## config.mk

```make
export PLATFORM = sky130hd
export DESIGN_NAME = regfile_operand_collector
export DESIGN_NICKNAME = d
export VERILOG_FILES = /design/src/rtl/regfile_operand_collector_pkg.sv /design/src/rtl/regfile_operand_collector_src_pick.sv /design/src/rtl/regfile_operand_collector.sv
export SDC_FILE = /design/constraint.sdc
export NUM_CORES = 1
export LEC_CHECK = 0
export BUFFER_PORTS_ARGS = -buffer_cell sky130_fd_sc_hd__buf_2
export CORE_MARGIN = 2
export CORE_UTILIZATION = 48
export CTS_CLUSTER_DIAMETER = 120
export DETAILED_ROUTE_END_ITERATION = 8
export PLACE_DENSITY_LB_ADDON = 0.3
export SKIP_CTS_REPAIR_TIMING = 1
export SYNTH_ARGS = -nofsm -noshare
export SYNTH_HDL_FRONTEND = slang
export SYNTH_SLANG_ARGS = --single-unit
```

## constraint.sdc

```tcl
create_clock -name clk -period 2.6 [get_ports clk]
set_input_delay 0.13 -clock clk [delete_from_list [all_inputs] [get_ports clk]]
set_output_delay 0.13 -clock clk [all_outputs]
set_load 0.01 [all_outputs]
```

## src/rtl/regfile_operand_collector_pkg.sv

```systemverilog
// Shared types and constants for the register-file operand collector.
// The source-count-to-pending-mask helper is shared by all collector variants.
package regfile_operand_collector_pkg;

    localparam int NSRC_WIDTH = 2;
    localparam int MAX_SRC    = 3;

    typedef enum logic [1:0] {
        IDLE = 2'd0,
        READ = 2'd1,
        DONE = 2'd2
    } state_t;

    // One pending bit per requested source, starting at source 0.
    function automatic logic [MAX_SRC-1:0] nsrc_to_mask(input logic [NSRC_WIDTH-1:0] nsrc);
        case (nsrc)
            2'd1:    return 3'b001;
            2'd2:    return 3'b011;
            2'd3:    return 3'b111;
            default: return 3'b000;
        endcase
    endfunction

endpackage

```

## src/rtl/regfile_operand_collector_src_pick.sv

```systemverilog
// Picks the first and second set bits of the pending-source mask.
// Port A serves the first pick and port B serves the second.
module collector_src_pick
    import regfile_operand_collector_pkg::*;
(
    input  logic [MAX_SRC-1:0]    mask,
    output logic [NSRC_WIDTH-1:0] first_idx,
    output logic                  first_vld,
    output logic [NSRC_WIDTH-1:0] second_idx,
    output logic                  second_vld
);

    // NOTE: every output gets a default before the loop; otherwise a path that leaves one unassigned infers a latch.
    always_comb begin
        first_idx  = '0;
        first_vld  = 1'b0;
        second_idx = '0;
        second_vld = 1'b0;
        for (int i = 0; i < MAX_SRC; i++) begin
            if (mask[i]) begin
                if (!first_vld) begin
                    first_vld = 1'b1;
                    first_idx = NSRC_WIDTH'(i);
                end else if (!second_vld) begin
                    second_vld = 1'b1;
                    second_idx = NSRC_WIDTH'(i);
                end
            end
        end
    end

endmodule

```

## src/rtl/regfile_operand_collector.sv

```systemverilog
// Operand collector: fetches up to three source operands over the two regfile ports
// and holds them for issue. Writeback owns port B whenever it is valid.
module regfile_operand_collector
    import regfile_operand_collector_pkg::*;
#(
    parameter int RAM_SIZE    = 1024,
    parameter int RAM_A_WIDTH = 10,
    parameter int RAM_D_WIDTH = 8,
    parameter int TAG_WIDTH   = 4
) (
    input  logic                   clk,
    input  logic                   rst,

    input  logic                   req_valid,
    output logic                   req_ready,
    input  logic [NSRC_WIDTH-1:0]  req_nsrc,
    input  logic [RAM_A_WIDTH-1:0] req_src0,
    input  logic [RAM_A_WIDTH-1:0] req_src1,
    input  logic [RAM_A_WIDTH-1:0] req_src2,
    input  logic [TAG_WIDTH-1:0]   req_tag,

    output logic                   out_valid,
    input  logic                   out_ready,
    output logic [RAM_D_WIDTH-1:0] out_op0,
    output logic [RAM_D_WIDTH-1:0] out_op1,
    output logic [RAM_D_WIDTH-1:0] out_op2,
    output logic [TAG_WIDTH-1:0]   out_tag,

    input  logic                   wb_valid,
    input  logic [RAM_A_WIDTH-1:0] wb_addr,
    input  logic [RAM_D_WIDTH-1:0] wb_data,

    output logic [RAM_A_WIDTH-1:0] rf_addr_a,
    output logic [RAM_A_WIDTH-1:0] rf_addr_b,
    output logic [RAM_D_WIDTH-1:0] rf_din_a,
    output logic [RAM_D_WIDTH-1:0] rf_din_b,
    output logic                   rf_we_a,
    output logic                   rf_we_b,
    input  logic [RAM_D_WIDTH-1:0] rf_dout_a,
    input  logic [RAM_D_WIDTH-1:0] rf_dout_b
);

    // Out-of-range sources are resolved by the regfile returning 0; the collector only
    // needs the depth to be addressable.
    if (RAM_SIZE > (1 << RAM_A_WIDTH)) begin : g_bad_size
        $error("regfile_operand_collector: RAM_SIZE exceeds the RAM_A_WIDTH address space");
    end

    state_t                 state_q, state_d;
    logic [MAX_SRC-1:0]     pend_q, pend_d;
    logic [RAM_A_WIDTH-1:0] src_q [MAX_SRC];
    logic [RAM_D_WIDTH-1:0] op_q  [MAX_SRC];
    logic [TAG_WIDTH-1:0]   tag_q;

    logic [NSRC_WIDTH-1:0]  first_idx, second_idx;
    logic                   first_vld, second_vld;
    logic [MAX_SRC-1:0]     cap_a, cap_b;
    logic [RAM_A_WIDTH-1:0] rd_a_addr, rd_b_addr;
    logic                   accept;

    collector_src_pick u_pick (
        .mask       (pend_q),
        .first_idx  (first_idx),
        .first_vld  (first_vld),
        .second_idx (second_idx),
        .second_vld (second_vld)
    );

    always_comb begin
        state_d   = state_q;
        pend_d    = pend_q;
        req_ready = 1'b0;
        out_valid = 1'b0;
        accept    = 1'b0;
        cap_a     = '0;
        cap_b     = '0;
        rd_a_addr = '0;
        rd_b_addr = '0;

        case (state_q)
            IDLE: begin
                req_ready = 1'b1;
                if (req_valid) begin
                    accept  = 1'b1;
                    pend_d  = nsrc_to_mask(req_nsrc);
                    state_d = (req_nsrc != '0) ? READ : DONE;
                end
            end

            READ: begin
                // A writeback cycle steals port B, so only the port-A source retires.
                for (int i = 0; i < MAX_SRC; i++) begin
                    if (first_vld && first_idx == NSRC_WIDTH'(i)) begin
                        cap_a[i]  = 1'b1;
                        rd_a_addr = src_q[i];
                    end
                    if (!wb_valid && second_vld && second_idx == NSRC_WIDTH'(i)) begin
                        cap_b[i]  = 1'b1;
                        rd_b_addr = src_q[i];
                    end
                end
                pend_d = pend_q & ~(cap_a | cap_b);
                if (pend_d == '0) begin
                    state_d = DONE;
                end
            end

            DONE: begin
                out_valid = 1'b1;
                if (out_ready) begin
                    state_d = IDLE;
                end
            end

            default: begin
                state_d = IDLE;
                pend_d  = '0;
            end
        endcase
    end

    // NOTE: state and datapath registers use non-blocking assignments so every flop samples pre-edge values.
    always_ff @(posedge clk or negedge rst) begin
        if (!rst) begin
            state_q <= IDLE;
            pend_q  <= '0;
            tag_q   <= '0;
            // NOTE: the operand array is reset because unused and dropped operands must read back as 0.
            for (int i = 0; i < MAX_SRC; i++) begin
                src_q[i] <= '0;
                op_q[i]  <= '0;
            end
        end else begin
            state_q <= state_d;
            pend_q  <= pend_d;
            if (accept) begin
                tag_q    <= req_tag;
                src_q[0] <= req_src0;
                src_q[1] <= req_src1;
                src_q[2] <= req_src2;
                for (int i = 0; i < MAX_SRC; i++) begin
                    op_q[i] <= '0;
                end
            end
            for (int i = 0; i < MAX_SRC; i++) begin
                if (cap_a[i]) begin
                    op_q[i] <= rf_dout_a;
                end else if (cap_b[i]) begin
                    op_q[i] <= rf_dout_b;
                end
            end
        end
    end

    assign out_op0   = op_q[0];
    assign out_op1   = op_q[1];
    assign out_op2   = op_q[2];
    assign out_tag   = tag_q;

    assign rf_addr_a = rd_a_addr;
    assign rf_we_a   = 1'b0;
    assign rf_din_a  = '0;

    assign rf_we_b   = wb_valid;
    assign rf_din_b  = wb_data;
    assign rf_addr_b = wb_valid ? wb_addr : rd_b_addr;

endmodule

```

==> impl_metrics.json <==
{
  "status": "finished clean",
  "required_ns": 2.47,
  "finalInstanceArea_um2": 4310,
  "synth-main-ff-cell": "dfrtp_1",
  "die_area_um2": 7830,
  "numPortBuffers": 117,
  "avgSynthCellArea_um2": 10.7,
  "min_period_over_period_pct": 99.8,
  "leakage_nw": 2.18,
  "yosys_register_bits": 63,
  "drt_iter0_drc": 273,
  "layout_min_cycle_time_ns": 2.59,
  "htree_levels": 3,
  "sw_frac_of_total_pct": 39.1,
  "switching_power_mw": 1.87,
  "dp_cells": 515,
  "die_y_um": 88.5,
  "path_buf_inv": 3,
  "hold_path.class": "in -> reg",
  "slew_headroom_pct": 20.0,
  "drive_gt1_share_pct": 43.3,
  "ir_drop_mv": 0.495,
  "vias": 3013,
  "nets": 513,
  "internal_power_mw": 2.91,
  "fin_skew_ns": 0.00523,
  "routedWlPerCell_um": 17.2,
  "worstSetupPathType": "reg -> out",
  "nFillCells": 578,
  "grtUsageTotal_pct": 23.4,
  "clockRootBuffer": "clkbuf_8",
  "combPwrFrac_pct": 42.9,
  "drt_pre_antenna_iters": 5,
  "startpoint_type": "flip-flop",
  "grt_max_degree": 38,
  "final_util_pct": 62.7,
  "dpl.hpwl_mm": 6.35,
  "drt-vias-per-instance": 5.63,
  "end_kind": "output port",
  "grt_pass1_vias": 2868,
  "tightest_slew_ns": 1.19,
  "ys_types": 41,
  "gp_congestion": 0.842,
  "crit_fanout": 11,
  "core-area_um2": 6870,
  "fmax_ghz": 0.385,
  "cts.sinks": 63,
  "insertion_delay_ns": 0.34,
  "drv_cap": 0,
  "cp_slowest_cell": "or4b_4",
  "ios": 143,
  "antenna_found_initial": 0,
  "synth_warnings": 0,
  "multi_input_area_um2": 1590,
  "pwr-share-seq_pct": 36.5,
  "cts_tree": "yes",
  "cts_inserted_buffers": 9,
  "crit_family": "simple AND/OR/NAND/NOR gates",
  "finalHoldWorstSlack_ns": 0.00816,
  "yosysSeqAreaShare_pct": 46.0,
  "dpl_cell_area_um2": 4040,
  "crit_path_cell_trace": "inv_1 > ha_1 > or4b_4 > nor2_1 > buf_6 > a221oi_1 > o21ai_0 > buf_2",
  "synth_area_um2": 3430,
  "grt_overflow": 0,
  "grt_pass1_wl_mm": 14.1,
  "synthCells": 321,
  "slew_viol_final": 0,
  "finalNonFillerCells": 535,
  "p_total_mw": 4.78,
  "clock_power_share_pct": 20.6,
  "p_per_area_nw_per_um2": 1110,
  "seq_area_um2": 1580,
  "clkSlewWorstSetupHoldPaths_ns": 0.08,
  "setup_viol_count_final": 0,
  "start_util_pct": 49.9,
  "die_w_um": 88.5,
  "cp_slowest_stage_delay_ns": 0.57,
  "rows": 30,
  "drtAntennaViolNets": 0,
  "drc": 0,
  "area.growth.synth_to_final_pct": 25.8,
  "synth-async-reset-ratio_pct": 100,
  "rsz0062_at_grt": "yes",
  "finalHoldViolCount": 0,
  "clock_path_buffers": 2,
  "worstPathArrival_ns": 2.46,
  "routed_wl_mm": 9.18,
  "synth_edf_count": 0,
  "diodes": 0
}
## cells in the mapped netlist (2+ instances only)
| cell type | n | area (µm²) |
|---|---|---|
| nor2b_1 | 4 | 25.0 |
| mux2i_1 | 10 | 100 |
| nand2_1 | 35 | 131 |
| a222oi_1 | 16 | 160 |
| dfrtp_1 | 63 | 1580 |
| ha_1 | 4 | 50.1 |
| a21o_1 | 2 | 15.0 |
| a311oi_2 | 2 | 30.0 |
| buf_2 | 10 | 50.1 |
| nand2b_1 | 3 | 18.8 |
| o21ai_0 | 30 | 150 |
| mux2_2 | 34 | 383 |
| a221oi_1 | 10 | 87.6 |
| a31oi_1 | 4 | 25.0 |
| buf_4 | 20 | 150 |
| a22oi_1 | 8 | 60.1 |
| inv_1 | 21 | 78.8 |
| o2111ai_1 | 2 | 17.5 |
| clkbuf_1 | 7 | 26.3 |
| nor2_1 | 15 | 56.3 |
## registers in the layout, indices dropped and copies added, names as in the netlist
signal and count:
src_q 30, out_op0 8, out_op1 8, out_op2 8, out_tag 4, pend_q 3
state_q 2
## cells by family (layout without fill, tap and decap cells)
| family | count (synthesis) | in the layout | synth area share, % |
|---|---|---|---|
| DFF | 63 | 63 | 46.0 |
| and+or+nand+nor | 67 | 67 | 10.5 |
| muxes | 44 | 44 | 14.1 |
| adders and majority gates | 4 | 4 | 1.46 |
| AOI/OAI and AO/OA | 83 | 83 | 18.8 |
| other | 1 | 9 | 0.109 |
| buffers and inverters | 59 | 169 | 9.02 |
## per-stage QoR
stage | setup TNS, ns | setup WS, ns
finish | 0 | 0.00525
CTS | -0.0452 | -0.0318
detailed placement | 0 | 0.136
global placement | 0 | 0.210
floorplan | 0 | 0.499
global route | -0.625 | -0.0944
## metal layers
layer / wire, µm / part of all wire (%) / track usage, % / up-vias
met1: 3830 / 42 / 30.6 / 1462
met2: 4400 / 48 / 38.1 / 156
met4: 107 / 1.2 / 5.92 / 0
li1: - / - / - / 1380
met5: 0 / 0 / 0 / -
met3: 838 / 9.1 / 7.28 / 15
## power groups by stage
stage	Sequential, mW	Combinational [mW]	Clock (mW)
after floorplan	1.73	1.39	0
after global placement	1.73	1.98	0
after detailed placement	1.76	2.02	0
after CTS	1.74	2.03	0.998
after global routing	1.80	2.23	1.05
final	1.74	2.05	0.985
## worst paths after layout
check / start / slack, ns / to / cells past startpoint
hold reg to reg: out_tag[1]$_DFFE_PN0P_ / 0.51 / out_tag[1]$_DFFE_PN0P_ / 1
setup / recovery: pend_q[0]$_DFFE_PN0P_ / 0.005 / rf_addr_b[8] / 8
max in group asynchronous: rst / 1.58 / src_q[11]$_DFFE_PN0P_ / 3
min in group asynchronous: rst / 0.39 / out_op2[1]$_DFFE_PN0P_ / 2
hold / removal: rf_dout_a[0] / 0.008 / out_op2[0]$_DFFE_PN0P_ / 3
setup reg to reg: pend_q[1]$_DFFE_PN0P_ / 0.10 / out_op0[1]$_DFFE_PN0P_ / 6
## cells in the final DEF (no fill, tap or decap), types with 2 or more instances in the layout
| cell type | count |
|---|---|
| buf_2 | 117 |
| dfrtp_1 | 63 |
| nand2_1 | 34 |
| mux2_2 | 34 |
| o21ai_0 | 27 |
| inv_1 | 21 |
| a222oi_1 | 16 |
| nor2_1 | 15 |
| mux2i_1 | 10 |
| a221oi_1 | 10 |
| buf_4 | 10 |
| conb_1 | 9 |
| clkbuf_8 | 9 |
| a22oi_1 | 8 |
| a31oi_1 | 4 |
| nor2b_1 | 4 |
| ha_1 | 4 |
| nand2b_1 | 3 |
| o21ai_1 | 3 |
| inv_6 | 3 |
| dlygate4sd3_1 | 3 |
| a21o_1 | 2 |
| a311oi_2 | 2 |
| o2111ai_1 | 2 |
| bufinv_16 | 2 |
## area by class of cell
type | count | area share (%)
clock inverters | 7 | 2.38
well taps | 96 | 2.79
inverters | 21 | 1.83
clock buffers | 9 | 2.87
repair buffers | 132 | 16.8
multi-input cells | 207 | 36.8
flip-flops and latches | 63 | 36.6
## tightest hold or removal path: cells and delay by family
kind | cells | cell delay [ns]
AND/OR/NAND/NOR | 2 | 0.09
buffers and inverters | 1 | 0.10
No activity file was read; power rests on OpenSTA's default activity.
